<file path="src/rtl/rand_pkg.sv">
// Shared types and helpers for the random range sampler.
// Holds the sampler FSM state type, the default LFSR width and the
// fill-down mask function used to build the rejection mask.
package rand_pkg;

  localparam int LFSR_W_DEF = 17;

  typedef enum logic [2:0] {
    S_IDLE   = 3'd0,
    S_CALC   = 3'd1,
    S_SAMPLE = 3'd2,
    S_WAIT   = 3'd3,
    S_RESP   = 3'd4
  } sampler_state_t;

  // All ones from the most significant set bit of d down to bit 0; zero when d is zero.
  function automatic logic [LFSR_W_DEF-1:0] span_mask(input logic [LFSR_W_DEF-1:0] d);
    logic [LFSR_W_DEF-1:0] m;
    m = '0;
    for (int i = 0; i < LFSR_W_DEF; i++) begin
      m[i] = |(d >> i);
    end
    return m;
  endfunction

endpackage

</file>
<file path="src/rtl/rand_mask_gen.sv">
// Combinational range decode for the sampler: span (hi-lo+1, one bit wider
// than the bounds so a full range fits), the fill-down rejection mask for
// (hi-lo), and the inverted-range flag.
module rand_mask_gen
  import rand_pkg::*;
#(
  parameter int OUT_W = 10
) (
  input  logic [OUT_W-1:0] lo,
  input  logic [OUT_W-1:0] hi,
  output logic [OUT_W:0]   span,
  output logic [OUT_W-1:0] mask,
  output logic             inv
);

  logic [OUT_W-1:0]      diff;
  logic [LFSR_W_DEF-1:0] diff_ext;
  logic [LFSR_W_DEF-1:0] mask_wide;
  logic                  unused_mask_hi;

  // Range arithmetic; span and mask are meaningless when the range is inverted.
  always_comb begin
    diff      = hi - lo;
    diff_ext  = LFSR_W_DEF'(diff);
    mask_wide = span_mask(diff_ext);
    mask      = mask_wide[OUT_W-1:0];
    span      = {1'b0, hi} - {1'b0, lo} + (OUT_W+1)'(1);
    inv       = (hi < lo);
  end

  assign unused_mask_hi = ^(mask_wide >> OUT_W);

endmodule

</file>
<file path="src/rtl/rand_range_sampler.sv">
// Uniform integer sampler over an inclusive range [lo, hi] using
// mask-and-reject on the low bits of a free-running LFSR state.
// Optional statistics counters are built when RAND_SAMPLER_STATS_EN is defined.
//
// Handshakes: a transfer happens on a rising clk edge where valid and ready
// are both high; once valid is raised the producer holds it and the payload
// stable until that edge. req_ready is registered and only high in IDLE;
// rsp_valid is registered and only high in RESP.
module rand_range_sampler
  import rand_pkg::*;
#(
  parameter int OUT_W     = 10,
  parameter int LFSR_W    = LFSR_W_DEF,
  parameter int MAX_TRIES = 8
) (
  input  logic              clk,
  input  logic              rst_n,
  input  logic [LFSR_W-1:0] lfsr_q,
  output logic              lfsr_adv,
  input  logic              req_valid,
  output logic              req_ready,
  input  logic [OUT_W-1:0]  req_lo,
  input  logic [OUT_W-1:0]  req_hi,
  output logic              rsp_valid,
  input  logic              rsp_ready,
  output logic [OUT_W-1:0]  rsp_value,
  output logic              rsp_fallback,
  output sampler_state_t    dbg_state
`ifdef RAND_SAMPLER_STATS_EN
  ,
  output logic [15:0]       stat_rejects,
  output logic [15:0]       stat_fallbacks
`endif
);

  localparam int TRY_W = $clog2(MAX_TRIES + 1);

  sampler_state_t   state;
  logic [OUT_W-1:0] lo_q;
  logic [OUT_W-1:0] hi_q;
  logic [OUT_W:0]   span_q;
  logic [OUT_W-1:0] mask_q;
  logic             inv_q;
  logic [TRY_W-1:0] tries;

  logic [OUT_W:0]   gen_span;
  logic [OUT_W-1:0] gen_mask;
  logic             gen_inv;

  logic [OUT_W-1:0] cand;
  logic [OUT_W:0]   cand_ext;
  logic [OUT_W:0]   wrap_off;
  logic             last_try;
  logic             take_inv;
  logic             take_ok;
  logic             take_fb;
  logic             do_reject;
  logic             unused_lfsr_hi;

  rand_mask_gen #(.OUT_W(OUT_W)) u_mask_gen (
    .lo   (lo_q),
    .hi   (hi_q),
    .span (gen_span),
    .mask (gen_mask),
    .inv  (gen_inv)
  );

  // Candidate draw and the decision taken for it while in SAMPLE.
  always_comb begin
    cand      = lfsr_q[OUT_W-1:0] & mask_q;
    cand_ext  = {1'b0, cand};
    wrap_off  = cand_ext - span_q;
    last_try  = (tries == TRY_W'(MAX_TRIES - 1));
    take_inv  = (state == S_SAMPLE) && inv_q;
    take_ok   = (state == S_SAMPLE) && !inv_q && (cand_ext < span_q);
    take_fb   = (state == S_SAMPLE) && !inv_q && !(cand_ext < span_q) && last_try;
    do_reject = (state == S_SAMPLE) && !inv_q && !(cand_ext < span_q) && !last_try;
  end

  assign unused_lfsr_hi = ^(lfsr_q >> OUT_W);
  assign dbg_state      = state;

  // Sampler FSM with registered handshake outputs and advance strobe.
  always_ff @(posedge clk) begin
    if (!rst_n) begin
      state        <= S_IDLE;
      lo_q         <= '0;
      hi_q         <= '0;
      span_q       <= '0;
      mask_q       <= '0;
      inv_q        <= 1'b0;
      tries        <= '0;
      req_ready    <= 1'b1;
      rsp_valid    <= 1'b0;
      rsp_value    <= '0;
      rsp_fallback <= 1'b0;
      lfsr_adv     <= 1'b0;
    end else begin
      lfsr_adv <= 1'b0;
      case (state)
        S_IDLE: begin
          if (req_valid && req_ready) begin
            lo_q      <= req_lo;
            hi_q      <= req_hi;
            tries     <= '0;
            req_ready <= 1'b0;
            state     <= S_CALC;
          end
        end
        S_CALC: begin
          span_q   <= gen_span;
          mask_q   <= gen_mask;
          inv_q    <= gen_inv;
          lfsr_adv <= 1'b1;
          state    <= S_SAMPLE;
        end
        S_SAMPLE: begin
          if (take_inv) begin
            rsp_value    <= lo_q;
            rsp_fallback <= 1'b1;
            rsp_valid    <= 1'b1;
            state        <= S_RESP;
          end else if (take_ok) begin
            rsp_value    <= lo_q + cand;
            rsp_fallback <= 1'b0;
            rsp_valid    <= 1'b1;
            state        <= S_RESP;
          end else if (take_fb) begin
            // cand < 2*span, so folding once lands inside the range.
            rsp_value    <= lo_q + wrap_off[OUT_W-1:0];
            rsp_fallback <= 1'b1;
            rsp_valid    <= 1'b1;
            state        <= S_RESP;
          end else begin
            tries <= tries + TRY_W'(1);
            state <= S_WAIT;
          end
        end
        S_WAIT: begin
          lfsr_adv <= 1'b1;
          state    <= S_SAMPLE;
        end
        S_RESP: begin
          if (rsp_ready) begin
            rsp_valid <= 1'b0;
            req_ready <= 1'b1;
            state     <= S_IDLE;
          end
        end
        default: begin
          state <= S_IDLE;
        end
      endcase
    end
  end

`ifdef RAND_SAMPLER_STATS_EN
  // Saturating counts of rejected draws and fallback responses since reset.
  always_ff @(posedge clk) begin
    if (!rst_n) begin
      stat_rejects   <= '0;
      stat_fallbacks <= '0;
    end else begin
      if (do_reject && stat_rejects != 16'hFFFF) begin
        stat_rejects <= stat_rejects + 16'd1;
      end
      if ((take_inv || take_fb) && stat_fallbacks != 16'hFFFF) begin
        stat_fallbacks <= stat_fallbacks + 16'd1;
      end
    end
  end
`else
  logic unused_reject;
  assign unused_reject = do_reject;
`endif

endmodule
</file>
<file path="config.mk">
export PLATFORM = sky130hd
export DESIGN_NAME = rand_range_sampler
export DESIGN_NICKNAME = d
export VERILOG_FILES = /design/src/rtl/rand_pkg.sv /design/src/rtl/rand_mask_gen.sv /design/src/rtl/rand_range_sampler.sv
export SDC_FILE = /design/constraint.sdc
export NUM_CORES = 1
export LEC_CHECK = 0
export ABC_AREA = 1
export ABC_CLOCK_PERIOD_IN_PS = 3200
export CAP_MARGIN = 20
export CORE_MARGIN = 4
export CORE_UTILIZATION = 58
export CTS_CLUSTER_SIZE = 24
export DETAILED_ROUTE_END_ITERATION = 7
export GPL_TIMING_DRIVEN = 0
export MAX_ROUTING_LAYER = met4
export PLACE_DENSITY = 0.91
export SLEW_MARGIN = 5
export SYNTH_ARGS = -nofsm -noshare
export SYNTH_HDL_FRONTEND = slang
export SYNTH_SLANG_ARGS = --single-unit
</file>
<file path="constraint.sdc">
create_clock -name clk -period 3.2 [get_ports clk]
set_input_delay 0.96 -clock clk [delete_from_list [all_inputs] [get_ports clk]]
set_output_delay 0.96 -clock clk [all_outputs]
set_load 0.01 [all_outputs]
</file>
==> summary.txt, run 1 <==
Status
  • Status: complete, no violations

Setup path
  • Crit path buffers/inverters: 2
  • Max incr delay on CP: 0.49 ns
  • Reg2reg setup slack: 0.32 ns
  • Worst path cell trace: clkdlybuf4s50_1 -> nand2_2 -> fa_1 -> inv_1 -> fa_2 -> nand3_1 -> nand3_1 -> nand4_1 -> nand2_1 -> nand2_1 -> nand2_1 -> nand2_1 -> nand3_1 -> nand2_1 -> a21oi_2
  • CP Launch Type: primary input
  • Reg2reg end: span_q[9]$_SDFFE_PN0P_
  • WP data required: 3.42 ns
  • Peak fanout along the critical path: 4
  • CP most frequent cell: nand2_1
  • CP Capture Type: register
  • Top delay family on crit path: adder cells
  • Worst r2r src: lo_q[1]$_SDFFE_PN0P_
  • Critical setup path kind: in2reg
  • CP max stage cell: fa_1
  • Worst Path Arrival: 3.31 ns
  • Worst R2R Path Depth: 12

STA
  • Worst slew pin tran: 0.5959 ns
  • Relative slew slack: 60.27%
  • Clock Skew: 0.01128 ns
  • Hold Vio Cnt, Final: 0
  • Part of the cycle the worst path needs: 96.35%
  • Minimum hold slack: 0.4656 ns
  • Fmax: 324.3 MHz
  • # setup viols final: 0
  • Slew Viols, Final: 0
  • Min Clock Period, post-route: 3.083 ns
  • Post-route setup slack: 0.1168 ns
  • Setup TNS: 0 ns

Synth
  • Post-synth cell types: 42
  • Synth async-reset ratio: 0%
  • Synth Instances: 762
  • Syn Nets: 868
  • Syn avg cell area: 6.795 um2
  • Number of flops mapped to enable cells by yosys: 0
  • Post-Synthesis Cell Area: 5177 um2
  • Yosys reg bits: 63
  • Sequential share of the synthesized area: 24.36%
  • Yosys warns: 0
  • Most common flop cell mapped by yosys: dfxtp_1

Route
  • Vias/cell: 5.491
  • Routed WL: 13,900 um
  • Total number of vias: 5,140
  • Post-route antenna net violation count: 0
  • Initial DRT Pass Iterations: 6
  • Routed length per placed instance: 14.85 um
  • DR DRC count: 0
  • First DRT Iteration DRCs: 392

Hold path
  • Worst min path class: reg2reg
  • Min-delay src: rsp_fallback$_SDFFE_PN0P_
  • Hold endpoint: rsp_fallback$_SDFFE_PN0P_
  • WHS Path Cells: 2

Floorplan
  • Ports: 58
  • Core Region: 8721 um2
  • Die area: 10,500 um2
  • Starting Density: 59.37%
  • DIE HEIGHT: 102.5 um
  • Chip Width: 102.5 um
  • Rows: 34

Clock network
  • Num CTS Buffers: 9
  • CTS tree: done
  • H-tree Lvls: 3
  • Clock transition at path regs: 0.07 ns
  • Clock Tree Buf Depth: 2
  • Worst-Skew Late Latency: 0.36 ns
  • Root Driver: clkbuf_8
  • Clk sinks: 63

Final layout
  • Most frequent cells in the layout: 158 x nand2_1, 151 x inv_1, 63 x dfxtp_1, 60 x a21oi_1, 58 x nand3_1
  • Commonest non-fill, non-tap cell in the layout: nand2_1
  • Layout cells sized above 1: 7.367%
  • Fillers: 714
  • Syn-to-layout area delta: 17.76%
  • # diodes: 0
  • Fin nets: 929
  • Non-filler instance count after layout: 936
  • Final core occ: 69.91%

Global routing
  • Vias in the first global route: 5,053
  • Global-route wire length before repair: 22,890 um
  • GR Overflow Total: 0
  • Total Routing Usage GR: 28.58%
  • Initial antenna violation count: 0
  • Pin count of the biggest net entering global routing: 12

Placement
  • # placed instances: 920
  • Pre-CTS WS: -0.3926 ns
  • Port Buffers: 50
  • GP Congestion: 0.9120
  • DP HPWL: 11,030 um

Pwr
  • Worst vdd ir: 378.5 uV
  • Leak: 3.111 nW
  • Pwr Density: 742.3 nW/um2

Run
  • MaxCap Viol Count: 0
metrics by stage:
step	area [um2]	total power [mW]
3_5_place_dp	5813	3.643
6_report	6097	4.526
5_1_grt	6097	4.915
4_1_cts	6006	4.358
3_3_place_gp	5813	3.573
2_1_floorplan	5177	2.967
tightest hold or removal path, delay by kind of cell (launching register included):
family                 cells  cell delay, ns
buffers and inverters      1            0.04
AOI/OAI and AO/OA          1            0.07
DFF                        1            0.33
kinds of logic (layout without fill, tap and decap cells):
family	after synthesis	after routing	share of synthesized area, %
AO/OA/AOI/OAI	141	141	15.25
XOR/XNOR	18	18	3.045
adder cells (fa/ha/maj)	65	65	18.46
buffers and inverters	169	235	12.57
flip-flops	63	63	24.36
AND/OR/NAND/NOR	306	306	26.32
metal layers:
metal	vias up	wire (um)	share of wire, %	track usage [%]
li1	2547	-	-	-
met1	2358	5675	41	34.39
met2	191	6800	49	47.86
met3	44	913	6.6	4.096
met4	0	514	3.7	11.71
met5	-	0	0	-
power breakdown:
| group | switching [mW] | total (mW) | internal [mW] |
|---|---|---|---|
| Combinational | 1.72 | 2.80 | 1.08 |
| Sequential | 0.119 | 1.03 | 0.915 |
| Clock | 0.335 | 0.692 | 0.357 |
| Total | 2.17 | 4.53 | 2.35 |
what timing repair did:
action / CTS / global route
cloned: 0 / 0
hold buffers: 0 / 0
endpoints found under the setup margin: 1 / 5
setup buffers: 0 / 0
gates resized for setup: 1 / 18
state kept, by name (all words and copies together), names as in the netlist:
register / flops
dbg_state: 3
req_ready: 1
mask_q: 10
rsp_valid: 1
rsp_fallback: 1
span_q: 11
inv_q: 1
tries: 4
lo_q: 10
lfsr_adv: 1
hi_q: 10
rsp_value: 10
worst max-delay path by stage:
stage,slack [ns],start,to,depth (start not counted)
6_report,0.12,lfsr_q[1],rsp_value[8]$_SDFFE_PN0P_,15
5_1_grt,-0.0004,lfsr_q[6],rsp_value[9]$_SDFFE_PN0P_,16
4_1_cts,0.02,lfsr_q[4],rsp_value[7]$_SDFFE_PN0P_,14
3_5_place_dp,-0.39,lfsr_q[4],rsp_value[7]$_SDFFE_PN0P_,14
3_3_place_gp,-0.34,lfsr_q[4],rsp_value[7]$_SDFFE_PN0P_,14
2_1_floorplan,0.39,lfsr_q[1],rsp_value[8]$_SDFFE_PN0P_,14
cells in the mapped netlist (all sizes together), types with 3 or more instances:
master | count | share of area [%]
nand2 | 172 | 13
inv | 152 | 11
a21oi | 68 | 7.2
dfxtp | 63 | 24
nand3 | 60 | 6.0
o21ai | 52 | 5.0
nor2 | 49 | 3.9
ha | 46 | 11
fa | 19 | 7.3
xor2 | 14 | 2.4
nand4 | 13 | 1.6
clkbuf | 11 | 0.80
nor3 | 5 | 0.68
o211ai | 5 | 0.73
o21bai | 5 | 0.73
buf | 4 | 0.60
xnor2 | 4 | 0.68
a31oi | 3 | 0.36
or2 | 3 | 0.36
area by class of cell:
class / count / area, um2 / share of cell area (%)
Buffer: 15 / 72.57 / 1.190
Timing Repair Buffer: 50 / 505.5 / 8.291
Inverter: 154 / 578.1 / 9.481
Multi-Input combinational cell: 530 / 3356 / 55.04
Clock buffer: 10 / 127.6 / 2.093
Sequential cell: 63 / 1261 / 20.69
Tap cell: 108 / 135.1 / 2.216
Clock inverter: 6 / 61.31 / 1.006
Power figures use the tool's default switching activity.
==> run 2, diff against run 1 <==
--- a/config.mk
+++ b/config.mk
@@ -8,13 +8,14 @@
 export ABC_AREA = 1
 export ABC_CLOCK_PERIOD_IN_PS = 3200
 export CAP_MARGIN = 20
+export CORE_ASPECT_RATIO = 2
 export CORE_MARGIN = 4
 export CORE_UTILIZATION = 58
 export CTS_CLUSTER_SIZE = 24
 export DETAILED_ROUTE_END_ITERATION = 7
 export GPL_TIMING_DRIVEN = 0
 export MAX_ROUTING_LAYER = met4
-export PLACE_DENSITY = 0.91
+export PLACE_DENSITY_LB_ADDON = 0.12
 export SLEW_MARGIN = 5
 export SYNTH_ARGS = -nofsm -noshare
 export SYNTH_HDL_FRONTEND = slang
==> run 2 against run 1 <==
- non-clock buffer count up 5
- combinational power rose by 6%
- maximum frequency down 1.2%
- clock power up 68%
- via count up 0.86%
- cell area is 3.8% higher
- sequential power about the same
- global-route usage up 3.5 points
- critical path type unchanged
- largest cell class unchanged
- largest power group unchanged
==> summary.txt, run 2 (synthesis results as in run 1) <==
Status
  • Status: complete, no violations

Pwr
  • Leak: 3.230 nW
  • Pwr Density: 814.9 nW/um2
  • Power Total: 5.156 mW
  • Worst vdd ir: 585.4 uV

Global routing
  • GR Overflow Total: 0
  • Vias in the first global route: 5,268
  • Pin count of the biggest net entering global routing: 12
  • Global-route wire length before repair: 24,700 um
  • Initial antenna violation count: 0
  • Total Routing Usage GR: 32.12%

Clock network
  • Num CTS Buffers: 9
  • Worst-Skew Late Latency: 0.34 ns
  • Clk sinks: 63
  • H-tree Lvls: 3
  • Root Driver: clkbuf_16
  • Post-CTS Hold Fix Bufs: 0
  • Clock transition at path regs: 0.06 ns
  • CTS tree: done
  • Clock Tree Buf Depth: 2

STA
  • Slew Viols, Final: 0
  • Part of the cycle the worst path needs: 97.54%
  • Relative slew slack: 56.25%
  • Clock Skew: 0.006106 ns
  • Min Clock Period, post-route: 3.121 ns
  • Setup TNS: 0 ns
  • RSZ-0062 raised after global routing: true
  • Fmax: 320.4 MHz
  • Post-route setup slack: 0.07884 ns
  • Worst slew pin tran: 0.6563 ns
  • # setup viols final: 0
  • Hold Vio Cnt, Final: 0

Setup path
  • Critical setup path kind: in2reg
  • CP Launch Type: primary input
  • WP data required: 3.41 ns
  • Max incr delay on CP: 0.52 ns
  • CP max stage cell: fa_1
  • Worst r2r src: lo_q[7]$_SDFFE_PN0P_
  • Worst Path Arrival: 3.33 ns
  • Reg2reg end: mask_q[0]$_SDFFE_PN0P_
  • CP Capture Type: register
  • Reg2reg setup slack: 0.38 ns
  • Worst path cell trace: clkdlybuf4s50_1 -> nand2_1 -> fa_1 -> inv_1 -> ha_4 -> nand2_2 -> inv_1 -> nand2_1 -> nand2_1 -> nand3b_1 -> nand2_1 -> nand2_1 -> a21oi_1 -> nand2_1 -> nand2_1 -> a21oi_2
  • Worst R2R Path Depth: 11
  • Peak fanout along the critical path: 4
  • CP most frequent cell: nand2_1

Floorplan
  • Rows: 48
  • Starting Density: 59.87%
  • Ports: 58
  • Chip Width: 74.81 um
  • Core Region: 8648 um2
  • Die area: 10,590 um2
  • DIE HEIGHT: 141.6 um

Route
  • Routed wl met3: 588 um
  • First DRT Iteration DRCs: 190
  • Routed WL: 15,980 um
  • Metal-1 WL: 5390 um
  • DR WL met2: 8649 um
  • Post-route antenna net violation count: 0
  • Top routing layer used: met4
  • Initial DRT Pass Iterations: 5
  • Vias/cell: 5.556
  • DR DRC count: 0
  • Routed length per placed instance: 17.12 um
  • Total number of vias: 5,184

Final layout
  • Commonest non-fill, non-tap cell in the layout: nand2_1
  • Non-filler instance count after layout: 933
  • Fillers: 745
  • Most frequent cells in the layout: 155 x nand2_1, 148 x inv_1, 63 x dfxtp_1, 61 x a21oi_1, 52 x nand3_1
  • Final core occ: 73.16%
  • Top reg by flops: span_q
  • # diodes: 0
  • Max FFs per register: 11
  • Layout cells sized above 1: 9.244%
  • Syn-to-layout area delta: 22.21%
  • Fin nets: 934

Placement
  • DP HPWL: 12,720 um
  • Pre-CTS WS: -0.4919 ns
  • Port Buffers: 50
  • # placed instances: 912
  • GP Congestion: 0.9925

Hold path
  • WHS Path Cells: 2
  • Worst min path class: reg2reg
  • Hold endpoint: hi_q[2]$_SDFFE_PN0P_
  • Min-delay src: hi_q[2]$_SDFFE_PN0P_

Run
  • MaxCap Viol Count: 0
-- run 2: cell types whose count changed in the layout (fill, tap and decap cells not counted), moves of 2 or more --
cell	before	now
clkbuf_16	0	9
clkbuf_8	9	1
nand3_1	58	52
buf_4	0	5
nand3_2	1	6
inv_1	151	148
nand2_1	158	155
bufinv_16	1	3
clkinv_2	3	1
ha_1	39	41
inv_2	1	3
nand2_2	12	14
-- run 2: per-layer routing --
metal	global-route usage (%)	vias up
li1	-	2563
met1	29.68	2389
met2	57.03	160
met3	4.681	72
met4	23.17	0
met5	-	-
-- run 2: worst max-delay path: cells and delay by family --
| family | cells | cell delay (ns) |
|---|---|---|
| AOI/OAI and AO/OA | 2 | 0.19 |
| buffers and inverters | 3 | 0.61 |
| adders and majority gates | 2 | 0.78 |
| and+or+nand+nor | 9 | 0.77 |
-- run 2: final cells by class --
cell class	count	area (um2)	share of cell area, %
timing repair buffer	55	541.8	8.562
clock buffer	11	242.7	3.836
sequential	63	1261	19.93
clock inverter	5	103.9	1.641
buffer	15	72.57	1.147
tap	100	125.1	1.977
inverter	154	585.6	9.255
multi-input combinational	530	3395	53.65
-- run 2: worst max path at each step --
stage,start,endpoint,slack (ns),depth (start not counted)
2_1_floorplan,lfsr_q[1],rsp_value[8]$_SDFFE_PN0P_,0.39,14
3_3_place_gp,lfsr_q[5],rsp_value[9]$_SDFFE_PN0P_,-0.50,14
3_5_place_dp,lfsr_q[5],rsp_value[9]$_SDFFE_PN0P_,-0.49,14
4_1_cts,lfsr_q[5],rsp_value[9]$_SDFFE_PN0P_,-0.10,14
5_1_grt,lfsr_q[8],rsp_value[5]$_SDFFE_PN0P_,-0.07,16
6_report,lfsr_q[8],rsp_value[9]$_SDFFE_PN0P_,0.08,16
-- run 2: timing repair --
item,in CTS,in global routing
resized for setup,3,31
buffers inserted,0,5
endpoints found under the setup margin,4,8
pin swaps,0,12
-- run 2: report_power, final --
part	internal, mW	switching [mW]	total [mW]	leakage, nW
combinational	1.12	1.84	2.96	2.54
clock	0.784	0.375	1.16	0.170
sequential	0.916	0.118	1.03	0.516
total	2.82	2.34	5.16	3.23
-- run 2: metrics by stage --
stage	area, um2	hold WS [ns]
floorplan	5177	0.4274
global placement	5803	0.4415
detailed placement	5803	0.4438
CTS	6153	0.4523
global route	6327	0.4887
finish	6327	0.4493
==> run 3, diff against run 2 <==
--- a/config.mk
+++ b/config.mk
@@ -10,7 +10,8 @@
 export CAP_MARGIN = 20
 export CORE_ASPECT_RATIO = 2
 export CORE_MARGIN = 4
-export CORE_UTILIZATION = 58
+export CORE_UTILIZATION = 59
+export CTS_BUF_LIST = sky130_fd_sc_hd__clkbuf_8
 export CTS_CLUSTER_SIZE = 24
 export DETAILED_ROUTE_END_ITERATION = 7
 export GPL_TIMING_DRIVEN = 0
==> run 3 against run 2 <==
- clock power is 48% lower
- global-route usage is 0.27 points higher
- critical path type unchanged
- core utilization is 1.3 points lower
- largest power group unchanged
- die area is 1.6% lower
- first-iteration DRC count is 48% higher
- count of clock-buffer cells in the layout is 2 lower
- maximum frequency is 0.34% lower
- highest routed layer unchanged
- critical path depth is 1 lower
==> summary.txt, run 3 (synthesis results as in run 1) <==
STA
  • RSZ-0062 raised after global routing: true
  • Slew Viols, Final: 0
  • Setup TNS: 0 ns
  • Hold Vio Cnt, Final: 0
  • Worst slew pin tran: 0.6623 ns
  • Post-route setup slack: 0.06826 ns
  • Fmax: 319.3 MHz
  • # setup viols final: 0
  • Minimum hold slack: 0.4544 ns
  • Clock Skew: 0.01487 ns
  • Relative slew slack: 55.85%
  • Part of the cycle the worst path needs: 97.87%
  • Min Clock Period, post-route: 3.132 ns

Global routing
  • GR Overflow Total: 0
  • Total Routing Usage GR: 32.39%
  • Global-route wire length before repair: 24,630 um
  • Initial antenna violation count: 0
  • Vias in the first global route: 5,374
  • Pin count of the biggest net entering global routing: 12

Clock network
  • H-tree Lvls: 3
  • Clock transition at path regs: 0.08 ns
  • Num CTS Buffers: 9
  • Clock Tree Buf Depth: 2
  • CTS tree: done
  • Clk sinks: 63
  • Worst-Skew Late Latency: 0.36 ns
  • Post-CTS Hold Fix Bufs: 0
  • Root Driver: clkbuf_8

Floorplan
  • Ports: 58
  • Chip Width: 74.24 um
  • Die area: 10,430 um2
  • DIE HEIGHT: 140.5 um
  • Core Region: 8588 um2
  • Rows: 48
  • Starting Density: 60.29%

Setup path
  • Stages on worst setup path: 15
  • Critical setup path kind: in2reg
  • Crit path buffers/inverters: 2
  • Max incr delay on CP: 0.48 ns
  • Top delay family on crit path: simple AND/OR/NAND/NOR gates
  • CP Launch Type: primary input
  • CP most frequent cell: nand2_1
  • WP data required: 3.43 ns
  • CP Capture Type: register
  • Worst r2r src: lo_q[1]$_SDFFE_PN0P_
  • Reg2reg setup slack: 0.37 ns
  • Worst Path Arrival: 3.36 ns
  • Worst path cell trace: clkdlybuf4s50_1 -> nand2_2 -> fa_1 -> inv_1 -> fa_2 -> nand3_1 -> nand3_2 -> nand4_1 -> nand2_1 -> nand2_1 -> nand2_1 -> nand2_1 -> nand3_1 -> nand2_1 -> a21oi_2
  • Worst R2R Path Depth: 12
  • Peak fanout along the critical path: 4
  • CP max stage cell: fa_1
  • Reg2reg end: span_q[9]$_SDFFE_PN0P_

Final layout
  • Max FFs per register: 11
  • Fillers: 741
  • # diodes: 0
  • Most frequent cells in the layout: 153 x nand2_1, 149 x inv_1, 63 x dfxtp_1, 59 x a21oi_1, 54 x nand3_1
  • Top reg by flops: span_q
  • Non-filler instance count after layout: 932
  • Fin nets: 933
  • Layout cells sized above 1: 9.615%
  • Syn-to-layout area delta: 19.14%
  • Commonest non-fill, non-tap cell in the layout: nand2_1

Route
  • Vias/cell: 5.613
  • Total number of vias: 5,231
  • First DRT Iteration DRCs: 282
  • Post-route antenna net violation count: 0
  • Routed length per placed instance: 16.99 um
  • Initial DRT Pass Iterations: 5
  • Routed WL: 15,830 um
  • DR DRC count: 0

Hold path
  • Hold endpoint: hi_q[2]$_SDFFE_PN0P_
  • Worst min path class: reg2reg
  • Min-delay src: hi_q[2]$_SDFFE_PN0P_
  • WHS Path Cells: 2

Placement
  • Port Buffers: 50
  • Pre-CTS WS: -0.5917 ns
  • GP Congestion: 0.9813
  • DP HPWL: 12,930 um
  • # placed instances: 912

Pwr
  • Pwr Density: 756.9 nW/um2
  • Power Total: 4.669 mW
  • Leak: 3.145 nW
  • Worst vdd ir: 442.6 uV

Run
  • MaxCap Viol Count: 0

Status
  • Status: complete, no violations
-- run 3: changes by cell type in the layout (fill, tap and decap cells not counted), moves of 2 or more --
cell / before / now
a21oi_1: 61 / 59
bufinv_16: 3 / 0
clkinv_4: 0 / 2
clkinv_2: 1 / 4
nand2_2: 14 / 16
clkbuf_8: 1 / 9
a21oi_2: 6 / 8
nand3_1: 52 / 54
ha_4: 4 / 7
ha_1: 41 / 39
nand2_1: 155 / 153
clkbuf_16: 9 / 0
-- run 3: metrics by stage --
step,cell area (um2),util (%)
2_1_floorplan,5177,-
3_3_place_gp,5803,67.57
3_5_place_dp,5803,67.57
4_1_cts,6018,70.08
5_1_grt,6168,71.82
6_report,6168,71.82
-- run 3: layout make-up --
type	instances	area, um2	area share, %
clock inverters	7	41.29	0.6694
repair buffers	54	535.5	8.682
clock buffers	9	123.9	2.008
multi-input cells	530	3427	55.56
plain buffers	15	72.57	1.176
well taps	100	125.1	2.028
flip-flops and latches	63	1261	20.45
inverters	154	581.8	9.432
-- run 3: metal layers --
layer  up-vias  global-route usage (%)  part of all wire (%)
met5         -                       -                     0
met4         0                   24.77                   8.1
met3        77                   5.388                   4.0
met2       175                   57.40                    55
met1      2417                   28.93                    33
li1       2562                       -                     -
-- run 3: how the worst max path moves through the flow --
stage | startpoint | slack [ns] | end
5_1_grt | lfsr_q[1] | -0.04 | rsp_value[8]$_SDFFE_PN0P_
6_report | lfsr_q[1] | 0.07 | rsp_value[8]$_SDFFE_PN0P_
3_3_place_gp | lfsr_q[5] | -0.60 | rsp_value[9]$_SDFFE_PN0P_
2_1_floorplan | lfsr_q[1] | 0.39 | rsp_value[8]$_SDFFE_PN0P_
3_5_place_dp | lfsr_q[5] | -0.59 | rsp_value[9]$_SDFFE_PN0P_
4_1_cts | lfsr_q[5] | 0.003 | rsp_value[6]$_SDFFE_PN0P_
-- run 3: power breakdown --
| group | total (mW) | switching, mW | leakage [nW] | internal [mW] |
|---|---|---|---|---|
| logic | 3.03 | 1.88 | 2.53 | 1.15 |
| clock network | 0.609 | 0.334 | 0.0939 | 0.275 |
| registers | 1.03 | 0.118 | 0.516 | 0.915 |
| total | 4.67 | 2.33 | 3.15 | 2.34 |
-- run 3: timing repair --
item / 4_1_cts / 5_1_grt
buffers inserted: 0 / 4
cloned: 0 / 0
resized for setup: 9 / 28
setup endpoints to repair: 5 / 7
pin swaps: 1 / 3
-- run 3: worst register-to-register path: cells and delay by family (launching register included) --
kind	cells	cell delay (ns)
AND/OR/NAND/NOR	3	0.38
buffers and inverters	3	0.29
AO/OA/AOI/OAI	2	0.32
XOR/XNOR	1	0.18
flip-flops	1	0.46
adder cells (fa/ha/maj)	3	1.10
